`src/rtl/flag_branch_unit_if.sv`:
```
// Bundles the ALU-completion, branch-request and flag/resolve signals of flag_branch_unit.
// The master side drives the ALU and branch inputs; the slave side returns flags and the resolve result.
interface flag_branch_unit_if #(
  parameter int W = 16
);
  logic         ex_valid;
  logic [3:0]   ex_opcode;
  logic [W-1:0] alu_result;
  logic         alu_ovfl;
  logic         stall;
  logic         flush;
  logic         br_valid;
  logic [2:0]   br_ccc;
  logic         br_taken;
  logic         br_done;
  logic         flag_z;
  logic         flag_v;
  logic         flag_n;

  modport master (
    output ex_valid, ex_opcode, alu_result, alu_ovfl, stall, flush, br_valid, br_ccc,
    input  br_taken, br_done, flag_z, flag_v, flag_n
  );

  modport slave (
    input  ex_valid, ex_opcode, alu_result, alu_ovfl, stall, flush, br_valid, br_ccc,
    output br_taken, br_done, flag_z, flag_v, flag_n
  );
endinterface

```
`src/rtl/flag_branch_unit.sv`:
```
// Z/V/N flag register fed by completing ALU ops, plus a 1-cycle branch-condition resolver.
// Stall holds flags and br_taken (br_done low); flush only cancels the flag write.
module flag_branch_unit #(
  parameter bit BYPASS = 1'b1,
  parameter int W      = 16
) (
  input logic             clk,
  input logic             rst,
  flag_branch_unit_if.slave bus
);
  localparam logic [3:0] OP_ADD = 4'b0000;
  localparam logic [3:0] OP_SUB = 4'b0001;
  localparam logic [3:0] OP_XOR = 4'b0010;
  localparam logic [3:0] OP_SLL = 4'b0100;
  localparam logic [3:0] OP_SRA = 4'b0101;
  localparam logic [3:0] OP_ROR = 4'b0110;

  logic flag_z, flag_v, flag_n;
  logic br_taken, br_done;
  logic we, wr_all, wr_z;
  logic nz, nv, nn;
  logic ez, ev, en;
  logic cond;

  assign we     = bus.ex_valid & ~bus.stall & ~bus.flush;
  assign wr_all = (bus.ex_opcode == OP_ADD) || (bus.ex_opcode == OP_SUB);
  assign wr_z   = wr_all || (bus.ex_opcode == OP_XOR) || (bus.ex_opcode == OP_SLL) ||
                  (bus.ex_opcode == OP_SRA) || (bus.ex_opcode == OP_ROR);

  // A saturated ADD/SUB result is taken as-is for Z and N.
  assign nz = (we && wr_z)   ? (bus.alu_result == '0)  : flag_z;
  assign nv = (we && wr_all) ? bus.alu_ovfl            : flag_v;
  assign nn = (we && wr_all) ? bus.alu_result[W-1]     : flag_n;

  assign ez = BYPASS ? nz : flag_z;
  assign ev = BYPASS ? nv : flag_v;
  assign en = BYPASS ? nn : flag_n;

  always_comb begin
    cond = 1'b0;
    unique case (bus.br_ccc)
      3'b000:  cond = ~ez;
      3'b001:  cond = ez;
      3'b010:  cond = ~ez & ~en;
      3'b011:  cond = en;
      3'b100:  cond = ez | ~en;
      3'b101:  cond = en | ez;
      3'b110:  cond = ev;
      default: cond = 1'b1;
    endcase
  end

  always_ff @(posedge clk or posedge rst) begin
    if (rst) begin
      flag_z <= 1'b0;
      flag_v <= 1'b0;
      flag_n <= 1'b0;
    end else begin
      flag_z <= nz;
      flag_v <= nv;
      flag_n <= nn;
    end
  end

  always_ff @(posedge clk or posedge rst) begin
    if (rst) begin
      br_taken <= 1'b0;
      br_done  <= 1'b0;
    end else if (bus.br_valid && !bus.stall) begin
      br_taken <= cond;
      br_done  <= 1'b1;
    end else begin
      br_done  <= 1'b0;
    end
  end

  assign bus.flag_z   = flag_z;
  assign bus.flag_v   = flag_v;
  assign bus.flag_n   = flag_n;
  assign bus.br_taken = br_taken;
  assign bus.br_done  = br_done;
endmodule

```
`src/flat_wrapper.sv`:
```
// flat-port wrapper written by rule: the top's interface ports become plain ports
module flag_branch_unit_flat 
#(
  parameter bit BYPASS = 1'b1,
  parameter int W      = 16
)
  (clk, rst, bus_ex_valid, bus_ex_opcode, bus_alu_result, bus_alu_ovfl, bus_stall, bus_flush, bus_br_valid, bus_br_ccc, bus_br_taken, bus_br_done, bus_flag_z, bus_flag_v, bus_flag_n);
  flag_branch_unit_if #(.W(W)) bus_i ();
  input logic clk;
  input logic rst;
  input wire logic [$bits(bus_i.ex_valid)-1:0] bus_ex_valid;
  input wire logic [$bits(bus_i.ex_opcode)-1:0] bus_ex_opcode;
  input wire logic [$bits(bus_i.alu_result)-1:0] bus_alu_result;
  input wire logic [$bits(bus_i.alu_ovfl)-1:0] bus_alu_ovfl;
  input wire logic [$bits(bus_i.stall)-1:0] bus_stall;
  input wire logic [$bits(bus_i.flush)-1:0] bus_flush;
  input wire logic [$bits(bus_i.br_valid)-1:0] bus_br_valid;
  input wire logic [$bits(bus_i.br_ccc)-1:0] bus_br_ccc;
  output wire logic [$bits(bus_i.br_taken)-1:0] bus_br_taken;
  output wire logic [$bits(bus_i.br_done)-1:0] bus_br_done;
  output wire logic [$bits(bus_i.flag_z)-1:0] bus_flag_z;
  output wire logic [$bits(bus_i.flag_v)-1:0] bus_flag_v;
  output wire logic [$bits(bus_i.flag_n)-1:0] bus_flag_n;
  assign bus_i.ex_valid = bus_ex_valid;
  assign bus_i.ex_opcode = bus_ex_opcode;
  assign bus_i.alu_result = bus_alu_result;
  assign bus_i.alu_ovfl = bus_alu_ovfl;
  assign bus_i.stall = bus_stall;
  assign bus_i.flush = bus_flush;
  assign bus_i.br_valid = bus_br_valid;
  assign bus_i.br_ccc = bus_br_ccc;
  assign bus_br_taken = bus_i.br_taken;
  assign bus_br_done = bus_i.br_done;
  assign bus_flag_z = bus_i.flag_z;
  assign bus_flag_v = bus_i.flag_v;
  assign bus_flag_n = bus_i.flag_n;
  flag_branch_unit #(.BYPASS(BYPASS), .W(W)) u_core (.clk(clk), .rst(rst), .bus(bus_i));
endmodule
```
`config.mk`:
```
export PLATFORM = sky130hd
export DESIGN_NAME = flag_branch_unit_flat
export DESIGN_NICKNAME = d
export VERILOG_FILES = /design/src/rtl/flag_branch_unit_if.sv /design/src/rtl/flag_branch_unit.sv /design/src/flat_wrapper.sv
export SDC_FILE = /design/constraint.sdc
export NUM_CORES = 1
export LEC_CHECK = 0
export ABC_AREA = 1
export CORE_MARGIN = 1.5
export CORE_UTILIZATION = 25
export CTS_CLUSTER_DIAMETER = 120
export DETAILED_ROUTE_END_ITERATION = 7
export MAX_ROUTING_LAYER = met4
export PLACE_DENSITY = 0.79
export RECOVER_POWER = 25
export SYNTH_ARGS = -nofsm -noshare
export SYNTH_HDL_FRONTEND = slang
export SYNTH_SLANG_ARGS = --single-unit
```
`constraint.sdc`:
```
create_clock -name clk -period 1 [get_ports clk]
set_clock_uncertainty 0.15 [all_clocks]
set_input_delay 0.15 -clock clk [delete_from_list [all_inputs] [get_ports clk]]
set_output_delay 0.15 -clock clk [all_outputs]
set_load 0.02 [all_outputs]
```
==> flow_summary.ini <==
[sta]
report.final.hold_viol_count = 0
slew_headroom = 0.8694
period_share = 1.260
setup_violations = 7
final.setup.tns_ns = -0.9427
drv_slew = 0
rsz0062_at_grt = true
clock.fmax_mhz = 793.6
setup_ws_ns = -0.2601
worst_pin_slew_ns = 0.1957
fin_crit_ns = 1.260
holdWs_ns = 0.1068

[route]
drc = 0
drtAntennaViolNets = 0
wire_per_inst_um = 11.32
drt-initial-drc-count = 14
drt-pass1-iter-count = 4
totalWireLength_um = 1517
via_per_inst = 4.470
vias = 599

[worst_setup_path]
path_class = reg -> reg
startpoint_type = flop
critPathRequiredTime_ns = 0.99
cp_max_fo = 3
end_kind = flop
crit_arrival_ns = 1.25

[clock_network]
clk_latency_ns = 0.24
root_buffer = clkbuf_4
cts_max_level = 1
path_clk_slew_ns = 0.05
cts_tree = done
cts-buffers-inserted = 3
cts.path.max_buffers = 2
cts.sinks = 5

[power]
pwr-share-clk = 0.268
ir_worst_vdd_mv = 0.7172
p_int_w = 0.0006256
power_leakage_nw = 0.4768
power.total_w = 0.0008983
p_sw_w = 0.0002727
pwr-share-seq = 0.272
p_sw_frac = 0.3036
power.density_nw_per_um2 = 979.5
combPwrFrac = 0.460

[grt]
grtUsageTotal = 0.1814
grt_pass1_vias = 639
grt_pass1_wl_um = 2449
antenna_found_initial = 0
grt_start_max_net_pins = 6
grt_remaining_overflow = 0

[run_status]
outcome = complete, but fails checks
violations = setup timing

[floorplanning]
core_area_um2 = 1489
dieWidth_um = 42.58
io-pin-count = 35
initial_core_util = 0.2630
die_h_um = 42.58
rows = 14
die_area_um2 = 1813

[logic_synthesis]
yosysSeqAreaShare = 0.3195
synth.distinct_cells = 13
ys_ff_latch = 5
post-synth-top-area-cell = dfrtp_1
yosysWarnings = 0
synth.avg_cell_area_um2 = 5.934
synth_top_area_frac = 0.3195
syn-cell-area_um2 = 391.6
synthCells = 66
synth_area_leaders = dfrtp_1 32%, nor2_1 16%, nand2_1 15%, nand3_1 10%, nand2_2 6.4%
syn_nets = 96

[placement]
gp_congestion = 0.8335
port-buffer-count = 34
dp_hpwl_um = 1030

[run]
maxCapViolations = 0

[layout]
areaGrowthSynthToFinish_pct = 134.2
finalNetCount = 149
drive_gt1_frac = 0.3475
antenna_cells = 0

[hold_path]
worstHoldPathType = in -> async
==> power groups by stage <==
| stage | sequential (W) | clock [W] | combinational (W) |
|---|---|---|---|
| 2_1_floorplan | 0.000272 | 0 | 0.0000815 |
| 3_3_place_gp | 0.000240 | 0 | 0.000329 |
| 3_5_place_dp | 0.000242 | 0 | 0.000334 |
| 4_1_cts | 0.000242 | 0.000241 | 0.000384 |
| 5_1_grt | 0.000247 | 0.000277 | 0.000443 |
| 6_report | 0.000244 | 0.000241 | 0.000413 |
==> final timing paths <==
check                           slack, ns  cells after the start           startpoint             endpoint
min in group clk                     0.14                      4            bus_flush    u_core.bus.flag_v
worst min register to register       0.44                      3  u_core.bus.br_taken  u_core.bus.br_taken
worst min-delay path                 0.11                      2                  rst    u_core.bus.flag_z
worst max register to register      -0.26                      9    u_core.bus.flag_n  u_core.bus.br_taken
worst max-delay path                -0.26                      9    u_core.bus.flag_n  u_core.bus.br_taken
max in group asynchronous            0.40                      2                  rst    u_core.bus.flag_n
==> sequential cells by signal (all words and copies together) (netlist names) <==
| name | count |
|---|---|
| u_core.bus.br_taken | 1 |
| u_core.bus.flag_z | 1 |
| u_core.bus.flag_v | 1 |
| u_core.bus.flag_n | 1 |
| u_core.bus.br_done | 1 |
==> final cells by class <==
class | instances | area, µm²
flip-flops and latches | 5 | 126.4
inverters | 10 | 37.54
well taps | 16 | 20.02
fillers | 139 | 571.8
multi-input cells | 51 | 262.8
clock buffers | 4 | 26.28
repair buffers | 48 | 444.2
==> metal layers <==
layer	global-route usage	vias to the layer above	routed length [µm]
met3	0.05172	2	77
met2	0.3323	23	846
met1	0.1947	269	568
met4	0.03125	0	24
li1	-	305	-
met5	-	-	0
==> cells in the final DEF, fill, tap and decap left out, drive strengths merged <==
cell type,Yosys,final
a21oi,1,1
buf,0,20
clkbuf,0,4
clkdlybuf4s15,0,5
clkdlybuf4s50,0,5
dfrtp,5,5
dlygate4sd2,0,17
dlygate4sd3,0,1
inv,10,10
nand2,20,20
nand3,8,8
nand3b,1,1
nor2,18,18
o21ai,2,2
or2,1,1
==> per-stage QoR <==
step	area, µm²	utilization	instances	worst slack, ns
finish	917.1	0.6160	134	-0.2601
global route	917.1	0.6160	134	-0.3128
CTS	884.6	0.5941	133	-0.2941
detailed placement	798.3	0.5361	122	-0.6666
global placement	798.3	0.5361	122	-0.6532
floorplan	392.9	-	66	-0.1290
==> critical path: stages, from the launching register on <==
cell	delay [ns]
dfrtp_2	0.40
buf_6	0.12
nand2_4	0.06
nand2_4	0.05
nand2_2	0.05
nand2_1	0.05
nor2_1	0.09
nand3_1	0.08
nand2_1	0.07
inv_1	0.03
==> cell families after synthesis <==
kind of cell / count (synthesis) / share of synthesized area
DFF: 5 / 0.3195
and+or+nand+nor: 48 / 0.5463
buffers and inverters: 10 / 0.09583
AOI/OAI and AO/OA: 3 / 0.03830
==> synth_stat cells <==
library cell	number
o21ai_0	1
dfrtp_1	5
nor2_4	1
nand2_1	16
o21ai_1	1
nand3b_1	1
inv_1	6
or2_2	1
a21oi_1	1
inv_2	4
nor2_1	17
nand2_2	4
nand3_1	8
==> timing repair <==
action	CTS	global route
endpoints found under the hold margin	5	5
pin swaps	25	15
resized for setup	62	14
buffers inserted	9	2
setup endpoints to repair	9	8
(Power assumes the default switching activity.)
